## src/rtl/imem_loader_pkg.sv

```systemverilog
// Shared types and frame constants for the instruction-memory boot loader.
package imem_loader_pkg;

    typedef enum logic [2:0] {
        S_LEN0,
        S_LEN1,
        S_DATA,
        S_CSUM,
        S_DONE,
        S_ERR
    } state_t;

    localparam int LEN_BYTES      = 2;
    localparam int BYTES_PER_WORD = 4;

endpackage

```

## src/rtl/imem_loader_if.sv

```systemverilog
// Byte-stream input and instruction-memory write port of the boot loader.
interface imem_loader_if #(
    parameter int ADDR_W = 8
);
    logic              rx_valid;
    logic [7:0]        rx_data;
    logic              rx_ready;
    logic              im_we;
    logic [ADDR_W-1:0] im_addr;
    logic [31:0]       im_wdata;

    // The loader consumes the byte stream and drives the memory write port.
    modport master (
        input  rx_valid, rx_data,
        output rx_ready, im_we, im_addr, im_wdata
    );

    modport slave (
        output rx_valid, rx_data,
        input  rx_ready, im_we, im_addr, im_wdata
    );
endinterface

```

## src/rtl/imem_loader_byte_packer.sv

```systemverilog
// Assembles pushed bytes into little-endian 32-bit words, flagging the 4th push.
module byte_packer
    import imem_loader_pkg::*;
(
    input  logic        clk,
    input  logic        rst,
    input  logic        i_clear,
    input  logic        i_push,
    input  logic [7:0]  i_byte,
    output logic [31:0] o_word,
    output logic        o_word_ready
);

    logic [1:0]  r_lane;
    logic [23:0] r_shift;

    // The 4th byte bypasses the register, so the full word is ready on that push.
    assign o_word_ready = i_push && (r_lane == 2'(BYTES_PER_WORD - 1));
    assign o_word       = {i_byte, r_shift};

    always_ff @(posedge clk or posedge rst) begin
        if (rst) begin
            r_lane  <= 2'd0;
            r_shift <= 24'd0;
        end else if (i_clear) begin
            r_lane  <= 2'd0;
            r_shift <= 24'd0;
        end else if (i_push) begin
            r_lane  <= r_lane + 2'd1;
            r_shift <= {i_byte, r_shift[23:8]};
        end
    end

endmodule

```

## src/rtl/imem_loader.sv

```systemverilog
// Boot loader: parses a length/words/checksum frame into instruction memory and
// holds the core in reset until a verified image has been written.
module imem_loader
    import imem_loader_pkg::*;
#(
    parameter int IMEM_DEPTH = 256,
    parameter int ADDR_W     = $clog2(IMEM_DEPTH)
) (
    input  logic          clk,
    input  logic          rst,
    imem_loader_if.master bus,
    input  logic          restart,
    output logic          core_rst,
    output logic          done,
    output logic          error
);

    localparam logic [15:0] DEPTH_W = 16'(IMEM_DEPTH);

    state_t            r_state;
    state_t            w_nextState;
    logic [15:0]       r_len;
    logic [15:0]       r_wordCnt;
    logic [7:0]        r_xor;
    logic              r_imWe;
    logic [ADDR_W-1:0] r_imAddr;
    logic [31:0]       r_imWdata;

    logic              w_rxReady;
    logic              w_accept;
    logic              w_push;
    logic              w_clear;
    logic              w_lastWord;
    logic [15:0]       w_lenWord;
    logic [31:0]       w_word;
    logic              w_wordReady;

    assign w_rxReady  = (r_state == S_LEN0) || (r_state == S_LEN1) ||
                        (r_state == S_DATA) || (r_state == S_CSUM);
    assign w_accept   = bus.rx_valid && w_rxReady;
    assign w_push     = w_accept && (r_state == S_DATA);
    assign w_clear    = restart && ((r_state == S_DONE) || (r_state == S_ERR));
    assign w_lenWord  = {bus.rx_data, r_len[7:0]};
    // 16-bit compare so a full-depth image (N == IMEM_DEPTH) still terminates.
    assign w_lastWord = (r_wordCnt + 16'd1) == r_len;

    assign bus.rx_ready = w_rxReady;
    assign bus.im_we    = r_imWe;
    assign bus.im_addr  = r_imAddr;
    assign bus.im_wdata = r_imWdata;

    byte_packer u_packer (
        .clk          (clk),
        .rst          (rst),
        .i_clear      (w_clear),
        .i_push       (w_push),
        .i_byte       (bus.rx_data),
        .o_word       (w_word),
        .o_word_ready (w_wordReady)
    );

    always_ff @(posedge clk or posedge rst) begin
        if (rst) begin
            r_state <= S_LEN0;
        end else begin
            r_state <= w_nextState;
        end
    end

    always_comb begin
        w_nextState = r_state;
        core_rst    = 1'b1;
        done        = 1'b0;
        error       = 1'b0;
        case (r_state)
            S_LEN0: begin
                if (w_accept) w_nextState = S_LEN1;
            end
            S_LEN1: begin
                if (w_accept) begin
                    if (w_lenWord > DEPTH_W)      w_nextState = S_ERR;
                    else if (w_lenWord == 16'd0)  w_nextState = S_CSUM;
                    else                          w_nextState = S_DATA;
                end
            end
            S_DATA: begin
                if (w_wordReady && w_lastWord) w_nextState = S_CSUM;
            end
            S_CSUM: begin
                if (w_accept) w_nextState = (bus.rx_data == r_xor) ? S_DONE : S_ERR;
            end
            S_DONE: begin
                core_rst = 1'b0;
                done     = 1'b1;
                if (restart) w_nextState = S_LEN0;
            end
            S_ERR: begin
                error = 1'b1;
                if (restart) w_nextState = S_LEN0;
            end
            default: w_nextState = S_LEN0;
        endcase
    end

    // Length latch, checksum accumulation, word counting and registered write port.
    always_ff @(posedge clk or posedge rst) begin
        if (rst) begin
            r_len     <= 16'd0;
            r_wordCnt <= 16'd0;
            r_xor     <= 8'd0;
            r_imWe    <= 1'b0;
            r_imAddr  <= '0;
            r_imWdata <= 32'd0;
        end else begin
            r_imWe <= 1'b0;
            if (w_clear) begin
                r_len     <= 16'd0;
                r_wordCnt <= 16'd0;
                r_xor     <= 8'd0;
            end
            if (w_accept) begin
                case (r_state)
                    S_LEN0: begin
                        r_len[7:0] <= bus.rx_data;
                        r_xor      <= r_xor ^ bus.rx_data;
                    end
                    S_LEN1: begin
                        r_len[15:8] <= bus.rx_data;
                        r_xor       <= r_xor ^ bus.rx_data;
                    end
                    S_DATA: begin
                        r_xor <= r_xor ^ bus.rx_data;
                    end
                    default: ;
                endcase
            end
            if (w_wordReady) begin
                r_imWe    <= 1'b1;
                r_imAddr  <= r_wordCnt[ADDR_W-1:0];
                r_imWdata <= w_word;
                r_wordCnt <= r_wordCnt + 16'd1;
            end
        end
    end

endmodule
```

## src/flat_wrapper.sv

```systemverilog
// flat-port wrapper written by rule: the top's interface ports become plain ports
module imem_loader_flat import imem_loader_pkg::*;
#(
    parameter int IMEM_DEPTH = 256,
    parameter int ADDR_W     = $clog2(IMEM_DEPTH)
)
  (clk, rst, restart, core_rst, done, error, bus_rx_valid, bus_rx_data, bus_rx_ready, bus_im_we, bus_im_addr, bus_im_wdata);
  imem_loader_if #(.ADDR_W(ADDR_W)) bus_i ();
  input  logic clk;
  input  logic rst;
  input  logic restart;
  output logic core_rst;
  output logic done;
  output logic error;
  input wire logic [$bits(bus_i.rx_valid)-1:0] bus_rx_valid;
  input wire logic [$bits(bus_i.rx_data)-1:0] bus_rx_data;
  output wire logic [$bits(bus_i.rx_ready)-1:0] bus_rx_ready;
  output wire logic [$bits(bus_i.im_we)-1:0] bus_im_we;
  output wire logic [$bits(bus_i.im_addr)-1:0] bus_im_addr;
  output wire logic [$bits(bus_i.im_wdata)-1:0] bus_im_wdata;
  assign bus_i.rx_valid = bus_rx_valid;
  assign bus_i.rx_data = bus_rx_data;
  assign bus_rx_ready = bus_i.rx_ready;
  assign bus_im_we = bus_i.im_we;
  assign bus_im_addr = bus_i.im_addr;
  assign bus_im_wdata = bus_i.im_wdata;
  imem_loader #(.IMEM_DEPTH(IMEM_DEPTH), .ADDR_W(ADDR_W)) u_core (.clk(clk), .rst(rst), .bus(bus_i), .restart(restart), .core_rst(core_rst), .done(done), .error(error));
endmodule
```

## config.mk

```make
export PLATFORM = sky130hd
export DESIGN_NAME = imem_loader_flat
export DESIGN_NICKNAME = d
export VERILOG_FILES = /design/src/rtl/imem_loader_pkg.sv /design/src/rtl/imem_loader_if.sv /design/src/rtl/imem_loader_byte_packer.sv /design/src/rtl/imem_loader.sv /design/src/flat_wrapper.sv
export SDC_FILE = /design/constraint.sdc
export NUM_CORES = 1
export LEC_CHECK = 0
export CELL_PAD_IN_SITES_DETAIL_PLACEMENT = 1
export CELL_PAD_IN_SITES_GLOBAL_PLACEMENT = 1
export CORE_AREA = 2 2 113 115
export DETAILED_ROUTE_END_ITERATION = 10
export DIE_AREA = 0 0 115 117
export DONT_BUFFER_PORTS = 1
export GPL_TIMING_DRIVEN = 0
export PLACE_DENSITY = 0.83
export SETUP_SLACK_MARGIN = 0.1
export SYNTH_ARGS = -nofsm -noshare
export SYNTH_HDL_FRONTEND = slang
export SYNTH_SLANG_ARGS = --single-unit
```

## constraint.sdc

```tcl
create_clock -name clk -period 2.9 [get_ports clk]
set_clock_uncertainty 0.15 [all_clocks]
set_input_delay 0.145 -clock clk [delete_from_list [all_inputs] [get_ports clk]]
set_output_delay 0.145 -clock clk [all_outputs]
set_load 0.05 [all_outputs]
```

## Word level (Yosys, flattened, before mapping)

Index checks and enable logic that the tools add are counted.

- Flip-flop bits (word level): 110
- Latch bits: 0
- RAM bits: 0
- Bits in read-only memories: 0
- Bits of input ports: 12
- Output and inout bits: 45
- Word-level logic and storage cells: 68
- Memories kept: 0

- $add $sub $neg: 2
- $mul: 0
- Div/mod/pow operators: 0
- Magnitude comparators: 1
- Equality and inequality tests: 13
- Shift-type cells: 0
- Mux-type cells: 26
- Bitwise operators: 1
- Reductions and logical operators: 16

Operators with widths:

| operator | number |
|---|---|
| 2-to-1 mux 16 bit | 4 |
| 2-to-1 mux 24 bit | 2 |
| 2-to-1 mux 8 bit | 5 |
| 2-to-1 mux 3 bit | 6 |
| adder 16 x 1 -> 16 bit (second input constant) | 1 |
| equality test 16 bit | 1 |
| greater-than comparator 16 x 9 -> 1 bit (second input constant) | 1 |
| logical NOT 16 bit | 1 |
| case mux 3 bit (5 select lines) | 1 |
| equality test 8 bit | 1 |
| inequality test 2 x 1 -> 1 bit (second input constant) | 4 |
| bitwise XOR 8 bit | 1 |
| equality test 3 x 2 -> 1 bit (second input constant) | 2 |
| equality test 3 bit (second input constant) | 2 |
| 2-to-1 mux 1 bit | 6 |
| logical AND 1 bit | 5 |
| AND reduction 5 bit | 1 |
| logical OR 1 bit | 4 |
| 2-to-1 mux 2 bit | 2 |
| nonzero test 2 bit | 2 |
| equality test 3 x 1 -> 1 bit (second input constant) | 1 |
| logical NOT 3 bit | 1 |
| OR reduction 3 bit | 1 |
| adder 2 x 1 -> 2 bit (second input constant) | 1 |
| 3 further kinds | 3 |

## Depth between registers and ports, before layout

- Word-level depth: 10
- Depth in mapped cells: 9
- Depth with buffers taken out: 7

## Modules after synthesis

A second synthesis with hierarchy kept.

- Cell total of the unflattened synthesis: 509
- Area, all modules: 5386.4 um^2

Modules (own cells, without submodules):

| module | instances | cells each | area an instance (um^2) | sequential area each (um^2) |
|---|---|---|---|---|
| imem_loader | 1 | 414 | 4227.8 | 2102.0 |
| byte_packer | 1 | 95 | 1158.6 | 650.6 |

## Worst setup path after synthesis

No wires, ideal clock.

- Kind: reg-to-reg
- Start: register u_core.r_wordCnt[0]
- End: register u_core.r_state[0]
- Library setup time: 0.092 ns
- Arrival: 1.925 ns
- Path slack: 0.733 ns
- Stages on the path, launching flop included: 8
- Path buffers: 0
- Cells stage by stage: dfrtp_1 -> ha_1 -> nand3_2 -> or3_1 -> nor3_2 -> o22ai_1 -> o32a_1 -> o31ai_2

- Cells in the longest elaborated chain, start to end: 5

Ends and longest elaborated chain:

| what | line | source |
|---|---|---|
| from (decl) | imem_loader.sv:23 | `logic [15:0] r_wordCnt;` |
| from (signal assigned) | imem_loader.sv:141 | `r_wordCnt <= r_wordCnt + 16'd1;` |
| adder 16 x 1 -> 16 bit | imem_loader.sv:45 | `assign w_lastWord = (r_wordCnt + 16'd1) == r_len;` |
| equality test 16 bit | imem_loader.sv:45 |  |
| logical AND 1 bit | imem_loader.sv:87 | `if (w_wordReady && w_lastWord) w_nextState = S_CSUM;` |
| inequality test 2 bit (no line) | - |  |
| AND reduction 5 bit (no line) | - |  |
| to (signal assigned) | imem_loader.sv:66 | `r_state <= w_nextState;` |
| to (decl) | imem_loader.sv:20 | `state_t r_state;` |

Every way passes these cells.
A chain may end at the register's enable or synchronous reset.

## Worst setup path after layout

- Start: register u_core.r_state[1]
- End: output done

- Cells in the longest elaborated chain, start to end: 2

Ends and longest elaborated chain:

| what | line | source |
|---|---|---|
| equality test 3 bit | imem_loader.sv:75 | `case (r_state)` |
| 2-to-1 mux 1 bit | imem_loader.sv:75 |  |
| to (decl) | flat_wrapper.sv:13 | `output logic done;` |

Every way passes these cells.

==> results.cfg <==
[run_status]
outcome = finished, final reports clean

[sta]
hold_viol = 0
setup_viol = 0
period_needed_ns = 2.54
finalMaxSlewViolations = 0
rsz0062_at_grt = false
min_period_over_period = 0.877
fmax_mhz = 393
slew_headroom = 0.367
tightest_slew_ns = 0.936
setup_tns_ns = 0

[die]
die_y_microns = 117
coreArea_sq_um = 12300
io_pins = 57
rows = 41
die_w_microns = 115
dieArea_sq_um = 13500
start_util = 0.422

[drt]
wirelength_microns = 13800
drtIter0Drc = 209
drc_errors = 0
vias = 4217
ant_nets = 0
via_per_inst = 5.52
first_pass_iters = 4
wl_per_cell_microns = 18.0

[grt]
track_usage = 0.225
grt_first_pass_wirelength_microns = 23600
grt_overflow = 0
antenna_found_initial = 0
grt_max_degree = 38
grt_pass1_vias = 4582

[cells_and_area]
area_growth_pct = 10.8
nNetsFinal = 624
stdcell_area_sq_um = 5760
finalNonFillerCells = 764
antenna_cells = 0
fin_util = 0.468
fillers = 1445
layout-drive-gt1-share = 0.0717

[placed_design]
place_inst = 745
dp_hpwl_microns = 9730
place.gp.congestion = 0.814
dpl-instance-area_sq_um = 5450
portBuffers = 0

[hold_path]
hold_class = input port to register
worstHoldStart = restart

[setup_path]
path_class = register to output pin
worstPathRequired_ns = 2.61
cp-startpoint = u_core.r_state[1]$_DFFE_PP0P_
end_kind = output pin
path_delay_family = simple AND/OR/NAND/NOR gates
cp_max_fo = 10
cpMaxStageDelayCell = inv_1
worst-path-buf-inv = 2
cp.arrival_ns = 2.25
path_cells = clkbuf_1, nor2b_1, nand2b_1, inv_1
cp-start-kind = register
max_stage_delay_ns = 0.47
rr_startpoint = u_core.r_wordCnt[0]$_DFFE_PP0P_

[logic_synthesis]
synth_cell_types = 51
synth_area_sq_um = 5200
syn_inst = 592
synth_edf_count = 0
netlist_top_cells_area = dfrtp_1 (53%), nand2_1 (16%), o21ai_0 (7.1%)
ys.warnings.count = 0
synthArstFlopShare = 1.00
syn_nets = 606
ys_seq_area_frac = 0.529
ys_seq_elements = 110
synth_flop_cell = dfrtp_1
yosys.area.top_type = dfrtp_1
synth_top_area_share = 0.529
postSynthAreaPerCell_sq_um = 8.78

[clock_network]
cts.sinks = 110
clock_latency_ns = 0.35
path_clk_slew_ns = 0.07
cts_tree = done
cts_buffers = 9
cts_buffer_depth = 2
cts-root-buf = clkbuf_16
cts-htree-levels = 3
post_cts_buffers = 0

[pwr]
p_leak_uw = 0.00272
power.density_nw_per_um2 = 692
irDropWorstVdd_v = 0.000332

[flow_run]
maxCapViolations = 0
[report_power, final]
group	leakage [uW]	switching (uW)	total, uW	internal [uW]
combinational	0.00108	581	931	350
sequential	0.00151	195	1910	1710
clock	0.000135	549	1150	599
total	0.00272	1320	3990	2660
[synth_stat cells, types with 2 or more instances]
cell and number:
and2_1 2, a22o_1 9, and3_1 4, nand3_1 12
nand2b_1 2, xnor2_1 19, nor3_2 3, mux2i_1 2
clkbuf_2 2, buf_1 6, nand4_1 3, buf_2 7
nand2_1 223, nor3b_1 3, nor4b_1 2, nand3b_1 2
nand4_2 2, nor4_1 7, or3_1 2, a21oi_1 5
xor2_1 13, o21ai_0 74, inv_1 7, nor2_1 12
o31ai_1 3, clkbuf_1 24, dfrtp_1 110, ha_1 2
nor3_1 8
[worst reg2reg max path, delay by kind of cell (launching register included)]
family          cells  cell delay, ns
flops               1            0.56
xor+xnor            2            0.41
simple gates        3            0.78
compound gates      1            0.21
fa+ha+maj           1            0.33
[through the flow]
stage	worst slack, ns	power [uW]	hold WS (ns)
after floorplan	0.733	2590	0.100
after CTS	0.321	4010	0.0227
after global routing	0.135	4200	0.0509
after global placement	0.430	2770	0.111
final	0.356	3990	0.0258
after detailed placement	0.401	2840	-0.173
[timing repair]
action                                  CTS  global route
resized for setup                         0             1
endpoints found under the hold margin    53             0
hold buffers                              4             0
endpoints found under the setup margin    0             1
[worst paths after layout]
path                                                       to  slack (ns)  cells past startpoint
max reg2reg                     u_core.r_state[0]$_DFFE_PP0P_        0.38                      7
min                             u_core.r_state[0]$_DFFE_PP0P_        0.03                      5
min reg2reg                u_core.bus.im_wdata[1]$_DFFE_PP0P_        0.33                      2
max                                                      done        0.36                      4
max in group asynchronous           u_core.r_xor[2]$_DFF_PP0_        1.59                      5
min in group asynchronous  u_core.bus.im_wdata[2]$_DFFE_PP0P_        0.07                      2
[state kept, by name, indices dropped and copies added (netlist names)]
name,flops
u_core.r_state,3
u_core.u_packer.r_shift,24
u_core.r_wordCnt,16
u_core.u_packer.r_lane,2
u_core.bus.im_we,1
u_core.bus.im_addr,8
u_core.r_xor,8
u_core.r_len,16
u_core.bus.im_wdata,32
[layer usage]
metal / track usage / vias up / part of all wire
met5: 0 / - / 0
met4: 0.0747 / 0 / 0.017
met3: 0.0443 / 19 / 0.042
met2: 0.374 / 97 / 0.49
met1: 0.297 / 2113 / 0.45
li1: - / 1988 / -
[cell families after synthesis]
family | share of synthesized area
AND/OR/NAND/NOR | 0.259
flip-flops | 0.529
AO/OA/AOI/OAI | 0.111
buffers and inverters | 0.0375
XOR/XNOR | 0.0539
multiplexers | 0.00385
adder cells (fa/ha/maj) | 0.00481
[area by class of cell]
type,instances,area [sq um],area share
flip-flops and latches,110,2750,0.478
multi-input cells,434,2250,0.391
clock buffers,11,243,0.0421
well taps,150,188,0.0326
plain buffers,40,165,0.0287
repair buffers,7,100,0.0174
inverters,8,33.8,0.00586
clock inverters,4,23.8,0.00413
[cell usage in the layout, fill, tap and decap left out, types with 4 or more instances in the layout]
cell type / netlist / final
dfrtp_1: 110 / 110
clkbuf_1: 24 / 25
xor2_1: 13 / 13
nand3_1: 12 / 12
a22o_1: 9 / 9
clkbuf_16: 0 / 9
buf_1: 6 / 6
buf_2: 7 / 7
and3_1: 4 / 4
o21ai_0: 74 / 74
nor3_1: 8 / 8
inv_1: 7 / 6
nor2_1: 12 / 12
nand2_1: 223 / 223
a21oi_1: 5 / 5
xnor2_1: 19 / 19
dlygate4sd3_1: 0 / 4
nor4_1: 7 / 7
Power figures use the tool's default switching activity.
